File: src/rtl/pe_pkg.sv
// Shared types and default sizes for the pe_border_ml processing element.
package pe_pkg;

    typedef enum logic {
        PE_MODE_WS = 1'b0,
        PE_MODE_OS = 1'b1
    } pe_mode_t;

    localparam int PE_IWIDTH = 8;
    localparam int PE_OWIDTH = 24;
    localparam int PE_LANES  = 4;

endpackage

File: src/rtl/pe_lane.sv
// One MAC lane: ifm register, signed multiply, accumulator (chain or local).
// Optional feature macro: PE_SAT_EN (saturating sums plus sticky o_ovf).
module pe_lane
    import pe_pkg::*;
#(
    parameter int IWIDTH = PE_IWIDTH,
    parameter int OWIDTH = PE_OWIDTH
) (
    input  logic                     clk,
    input  logic                     rst,
    input  logic                     i_en_ifm,
    input  logic                     i_clr_ifm,
    input  logic                     i_en_acc,
    input  logic                     i_clr_acc,
    input  pe_mode_t                 i_mode,
    input  logic signed [IWIDTH-1:0] i_ifm,
    input  logic signed [IWIDTH-1:0] i_wght,
    input  logic signed [OWIDTH-1:0] i_ofm,
    output logic signed [IWIDTH-1:0] o_ifm_d,
    output logic signed [OWIDTH-1:0] o_ofm_d
`ifdef PE_SAT_EN
    ,
    output logic                     o_ovf
`endif
);

    logic signed [IWIDTH-1:0]   r_ifm_d;
    logic signed [OWIDTH-1:0]   r_ofm_d;
    logic signed [2*IWIDTH-1:0] w_prod;
    logic signed [OWIDTH-1:0]   w_prod_ext;
    logic signed [OWIDTH-1:0]   w_addend;
    logic signed [OWIDTH-1:0]   w_acc_nxt;

    assign w_prod     = r_ifm_d * i_wght;
    assign w_prod_ext = {{(OWIDTH-2*IWIDTH){w_prod[2*IWIDTH-1]}}, w_prod};
    // WS adds the upstream partial sum; OS folds back onto our own accumulator.
    assign w_addend   = (i_mode == PE_MODE_OS) ? r_ofm_d : i_ofm;

`ifdef PE_SAT_EN
    logic signed [OWIDTH:0] w_sum;
    logic                   w_sat;
    logic                   r_ovf;

    assign w_sum = {w_addend[OWIDTH-1], w_addend} + {w_prod_ext[OWIDTH-1], w_prod_ext};

    // NOTE: every signal written in always_comb gets a default first, so no path leaves it unassigned and no latch is inferred.
    always_comb begin
        w_acc_nxt = w_sum[OWIDTH-1:0];
        w_sat     = 1'b0;
        if (w_sum[OWIDTH] != w_sum[OWIDTH-1]) begin
            w_sat     = 1'b1;
            w_acc_nxt = w_sum[OWIDTH] ? {1'b1, {(OWIDTH-1){1'b0}}}
                                      : {1'b0, {(OWIDTH-1){1'b1}}};
        end
    end

    always_ff @(posedge clk) begin
        if (rst || i_clr_acc) begin
            r_ovf <= 1'b0;
        end else if (i_en_acc && w_sat) begin
            r_ovf <= 1'b1;
        end
    end

    assign o_ovf = r_ovf;
`else
    always_comb begin
        w_acc_nxt = w_addend + w_prod_ext;
    end
`endif

    // NOTE: state registers use non-blocking assignments so every flop samples pre-edge values regardless of block order.
    always_ff @(posedge clk) begin
        if (rst || i_clr_ifm) begin
            r_ifm_d <= '0;
        end else if (i_en_ifm) begin
            r_ifm_d <= i_ifm;
        end
    end

    always_ff @(posedge clk) begin
        if (rst || i_clr_acc) begin
            r_ofm_d <= '0;
        end else if (i_en_acc) begin
            r_ofm_d <= w_acc_nxt;
        end
    end

    assign o_ifm_d = r_ifm_d;
    assign o_ofm_d = r_ofm_d;

endmodule

File: src/rtl/pe_border_ml.sv
// Border PE: shared weight register, one-cycle control skew, LANES MAC lanes.
// Optional feature macro: PE_SAT_EN (saturation and the ovf output port).
module pe_border_ml
    import pe_pkg::*;
#(
    parameter int IWIDTH = PE_IWIDTH,
    parameter int OWIDTH = PE_OWIDTH,
    parameter int LANES  = PE_LANES
) (
    input  logic                      clk,
    input  logic                      rst,
    input  logic                      en_i,
    input  logic                      clr_i,
    input  logic                      en_w,
    input  logic                      clr_w,
    input  logic                      en_o,
    input  logic                      clr_o,
    input  logic                      mode,
    input  logic [LANES*IWIDTH-1:0]   ifm,
    input  logic [IWIDTH-1:0]         wght,
    input  logic [LANES*OWIDTH-1:0]   ofm,
    output logic                      en_i_d,
    output logic                      clr_i_d,
    output logic                      en_w_d,
    output logic                      clr_w_d,
    output logic                      en_o_d,
    output logic                      clr_o_d,
    output logic                      mode_d,
    output logic [LANES*IWIDTH-1:0]   ifm_d,
    output logic [IWIDTH-1:0]         wght_d,
    output logic [LANES*OWIDTH-1:0]   ofm_d
`ifdef PE_SAT_EN
    ,
    output logic [LANES-1:0]          ovf
`endif
);

    logic [IWIDTH-1:0] r_wght_d;
    logic [6:0]        r_ctrl_d;

    always_ff @(posedge clk) begin
        if (rst || clr_w) begin
            r_wght_d <= '0;
        end else if (en_w) begin
            r_wght_d <= wght;
        end
    end

    // Control strobes follow the data by one cycle so the next PE sees them aligned.
    always_ff @(posedge clk) begin
        if (rst) begin
            r_ctrl_d <= '0;
        end else begin
            r_ctrl_d <= {en_i, clr_i, en_w, clr_w, en_o, clr_o, mode};
        end
    end

    assign {en_i_d, clr_i_d, en_w_d, clr_w_d, en_o_d, clr_o_d, mode_d} = r_ctrl_d;
    assign wght_d = r_wght_d;

    for (genvar k = 0; k < LANES; k++) begin : g_lane
        pe_lane #(
            .IWIDTH (IWIDTH),
            .OWIDTH (OWIDTH)
        ) u_lane (
            .clk       (clk),
            .rst       (rst),
            .i_en_ifm  (en_i),
            .i_clr_ifm (clr_i),
            .i_en_acc  (en_o),
            .i_clr_acc (clr_o),
            .i_mode    (pe_mode_t'(mode)),
            .i_ifm     (ifm[k*IWIDTH +: IWIDTH]),
            .i_wght    (r_wght_d),
            .i_ofm     (ofm[k*OWIDTH +: OWIDTH]),
            .o_ifm_d   (ifm_d[k*IWIDTH +: IWIDTH]),
            .o_ofm_d   (ofm_d[k*OWIDTH +: OWIDTH])
`ifdef PE_SAT_EN
            ,
            .o_ovf     (ovf[k])
`endif
        );
    end

endmodule

File: config.mk
export PLATFORM = sky130hd
export DESIGN_NAME = pe_border_ml
export DESIGN_NICKNAME = d
export VERILOG_FILES = /design/src/rtl/pe_pkg.sv /design/src/rtl/pe_lane.sv /design/src/rtl/pe_border_ml.sv
export SDC_FILE = /design/constraint.sdc
export NUM_CORES = 1
export LEC_CHECK = 0
export ABC_CLOCK_PERIOD_IN_PS = 19200
export BUFFER_PORTS_ARGS = -buffer_cell sky130_fd_sc_hd__buf_2
export CAP_MARGIN = 20
export CORE_ASPECT_RATIO = 1.25
export CORE_MARGIN = 3
export CORE_UTILIZATION = 25
export DETAILED_ROUTE_END_ITERATION = 12
export PLACE_DENSITY = 0.45
export SLEW_MARGIN = 10
export SYNTH_ARGS = -nofsm -noshare
export SYNTH_HDL_FRONTEND = slang
export SYNTH_SLANG_ARGS = --single-unit
File: constraint.sdc
create_clock -name clk -period 19.2 [get_ports clk]
set_input_delay 1.92 -clock clk [delete_from_list [all_inputs] [get_ports clk]]
set_output_delay 1.92 -clock clk [all_outputs]
set_load 0.01 [all_outputs]
==> results.py <==
metrics = {
    "placement": {
        "dpl_cell_area_mm2": 0.02528,
        "post-place-ws_ns": 11.11,
        "post-dp-hpwl_um": 54890,
        "io_buffers": 287,
        "place_congestion": 0.7868,
    },
    "final_layout": {
        "drive_gt1_share_pct": 14.64,
        "fill_cells": 9559,
        "area_delta_synth_final_pct": 14.77,
        "nNetsFinal": 3319,
        "fin_area_mm2": 0.02587,
    },
    "synth": {
        "ys_seq_elements": 143,
        "synth_top_area_cell": "fa_1",
        "synth_area_per_cell_um2": 9.768,
        "synth_edf_count": 0,
        "yosysUniqueCellTypes": 64,
        "yosysSeqAreaShare_pct": 12.70,
        "synth_nets": 3085,
        "yosysTopAreaCellShare_pct": 36.94,
        "ys.flop_type": "dfxtp_1",
        "ys_top_cells_by_area": "fa_1, dfxtp_1, ha_1",
        "synthCells": 2308,
        "syn-cell-area_mm2": 0.02255,
        "yosysWarnings": 0,
        "async_flop_share_pct": 0,
    },
    "cts": {
        "clk_latency_ns": 0.51,
        "cts_resized": 0,
        "path_clk_slew_ns": 0.08,
        "clockBufferDepth": 2,
        "numCtsBuffers": 17,
        "ctsHtreeMaxLevel": 4,
        "cts-root-buf": "clkbuf_16",
        "hold_buffers": 0,
        "cts.sink_count": 143,
        "cts_tree": "built",
        "cts_setup_buffers": 0,
    },
    "drt": {
        "drtIter0Drc": 502,
        "wl_um": 68110,
        "first_pass_iters": 4,
        "vias": 16480,
        "wl_per_cell_um": 18.23,
        "viasPerCell": 4.412,
        "antenna_left": 0,
        "drc": 0,
    },
    "timing": {
        "hold_violations": 0,
        "whs_ns": 0.4873,
        "clock-skew-final_ns": 0.01685,
        "slew_headroom_pct": 32.47,
        "setup_ws_ns": 11.63,
        "setup_viol": 0,
        "final.min_clock_period_ns": 7.568,
        "tns_ns": 0,
        "final.period_utilization_pct": 39.42,
        "worstMarginPinSlew_ns": 1.012,
        "max_freq_mhz": 132.1,
        "maxSlewViolCount": 0,
        "rsz0062_at_grt": "false",
    },
    "floorplanning": {
        "start_util_pct": 25.33,
        "die_h_um": 341.8,
        "rows": 122,
        "die_w_um": 274.6,
        "fp.dieArea_mm2": 0.09384,
        "io_pins": 288,
        "coreArea_mm2": 0.08899,
    },
    "worst_setup_path": {
        "cp-end-kind": "register",
        "arrival_ns": 7.98,
        "rr_worst_depth": 19,
        "r2r_slack_ns": 12.65,
        "criticalPathCategory": "input port to register",
        "critPathLaunchType": "input port",
        "r2r_start": "wght_d[3]",
        "path_max_fanout": 43,
        "r2r_end": "g_lane[0].u_lane.o_ofm_d[22]",
        "required_ns": 19.61,
    },
    "hold_path": {
        "min_to": "g_lane[2].u_lane.o_ofm_d[9]",
        "holdPathStages": 2,
        "hold_class": "register to register",
        "hp-start": "g_lane[2].u_lane.o_ofm_d[9]",
    },
    "status": {
        "status": "complete, no violations",
    },
    "global_route": {
        "grt_usage_pct": 15.19,
        "antenna_found_initial": 3,
        "grt_pass1_vias": 18200,
        "grt_max_degree": 48,
        "grt_pass1_wl_um": 107400,
        "overflow": 0,
    },
    "power": {
        "p_per_area_mw_per_mm2": 39.41,
        "max-vdd-ir-drop_v": 0.00005290,
        "p_total_uw": 1020,
        "p_leak_uw": 0.01390,
    },
    "job": {
        "drv_cap": 0,
    },
}
## cell families (layout without fill, tap and decap cells)
kind of cell	Yosys count	in the layout	synth area share, %
flops	143	143	12.70
fa+ha+maj	632	632	48.93
buf+inv	495	742	8.308
xor+xnor	84	84	3.263
compound gates	225	225	6.849
mux	192	192	8.569
other cells	0	3	0
simple gates	537	537	11.39
## power by group
| part | internal (uW) | switching, uW |
|---|---|---|
| Combinational | 136 | 190 |
| Clock | 184 | 183 |
| Sequential | 308 | 18.3 |
| Total | 629 | 391 |
## layout by cell type (no fill, tap or decap), drive strengths merged, types with 10 or more instances in the layout
cell and n:
nand3 25, a211oi 14, inv 408, fa 416, nor2b 10, xor2 19, xnor2 65, dfxtp 143
o21bai 16, nor2 167, and2 128, o21a 12, nor3 15, nand2 141, o21ai 26, mux2i 184
a21o 30, clkbuf 17, nand2b 17, a21oi 64, buf 309, ha 216
## cells in the mapped netlist, drive strengths merged, types with 3 or more instances
library cell	count
o21a	12
a21oi	64
or2	6
mux2	8
ha	216
a211oi	14
inv	400
xnor2	65
clkbuf	60
o31ai	5
o21bai	16
and3	5
a211o	9
buf	34
a311oi	8
a31oi	7
o211ai	6
nor3	15
and2	128
o22ai	9
dfxtp	143
nor2	167
nand4	7
xor2	19
a31o	3
nand2b	17
o21ai	26
nor2b	10
nand3	25
fa	416
mux2i	184
or3	5
a21o	30
nand2	141
## registers in the layout (all words and copies together) (netlist names)
name,cells
g_lane.u_lane.o_ifm_d,32
wght_d,8
g_lane.u_lane.o_ofm_d,96
r_ctrl_d,7
## cell type report
cell class / count / area [um2] / area share [%]
diodes: 3 / 7.507 / 0.02901
clock buffers: 17 / 425.4 / 1.644
clock inverters: 15 / 165.2 / 0.6383
inverters: 401 / 1505 / 5.817
multi-input cells: 1670 / 17810 / 68.85
flip-flops and latches: 143 / 2865 / 11.07
well taps: 1178 / 1474 / 5.696
repair buffers: 309 / 1618 / 6.252
## critical path, cell delays in order
cell	delay, ns
buf_6	0.33
buf_4	0.74
mux2i_1	0.23
fa_1	0.57
inv_1	0.05
fa_1	0.50
inv_1	0.05
fa_1	0.53
inv_1	0.05
fa_1	0.39
fa_1	0.47
ha_1	0.32
o21a_1	0.14
a21oi_2	0.19
o21ai_2	0.12
a311oi_2	0.41
o21ai_1	0.23
o311ai_2	0.26
nand2b_1	0.09
a311oi_1	0.30
## layer usage
metal,global-route usage [%],up-vias,wire [um]
met5,0,-,0
met4,4.404,0,1365
met3,2.188,52,2295
met2,27.24,255,35120
met1,18.80,8396,29330
li1,-,7780,-
## through the flow
stage | std cells | utilization [%]
floorplan | 2308 | -
CTS | 3733 | 29.07
finish | 3736 | 29.08
global placement | 3700 | 28.39
detailed placement | 3701 | 28.40
global route | 3733 | 29.07
## worst max-delay path by stage
stage / start / end / slack (ns) / cells after the start
floorplan: mode / g_lane[0].u_lane.o_ofm_d[23] / 11.58 / 22
global placement: mode / g_lane[0].u_lane.o_ofm_d[23] / 11.12 / 20
detailed placement: mode / g_lane[0].u_lane.o_ofm_d[23] / 11.11 / 20
CTS: mode / g_lane[0].u_lane.o_ofm_d[23] / 11.66 / 20
global route: mode / g_lane[0].u_lane.o_ofm_d[19] / 11.33 / 20
finish: mode / g_lane[2].u_lane.o_ofm_d[23] / 11.63 / 20
(Power assumes the default switching activity.)
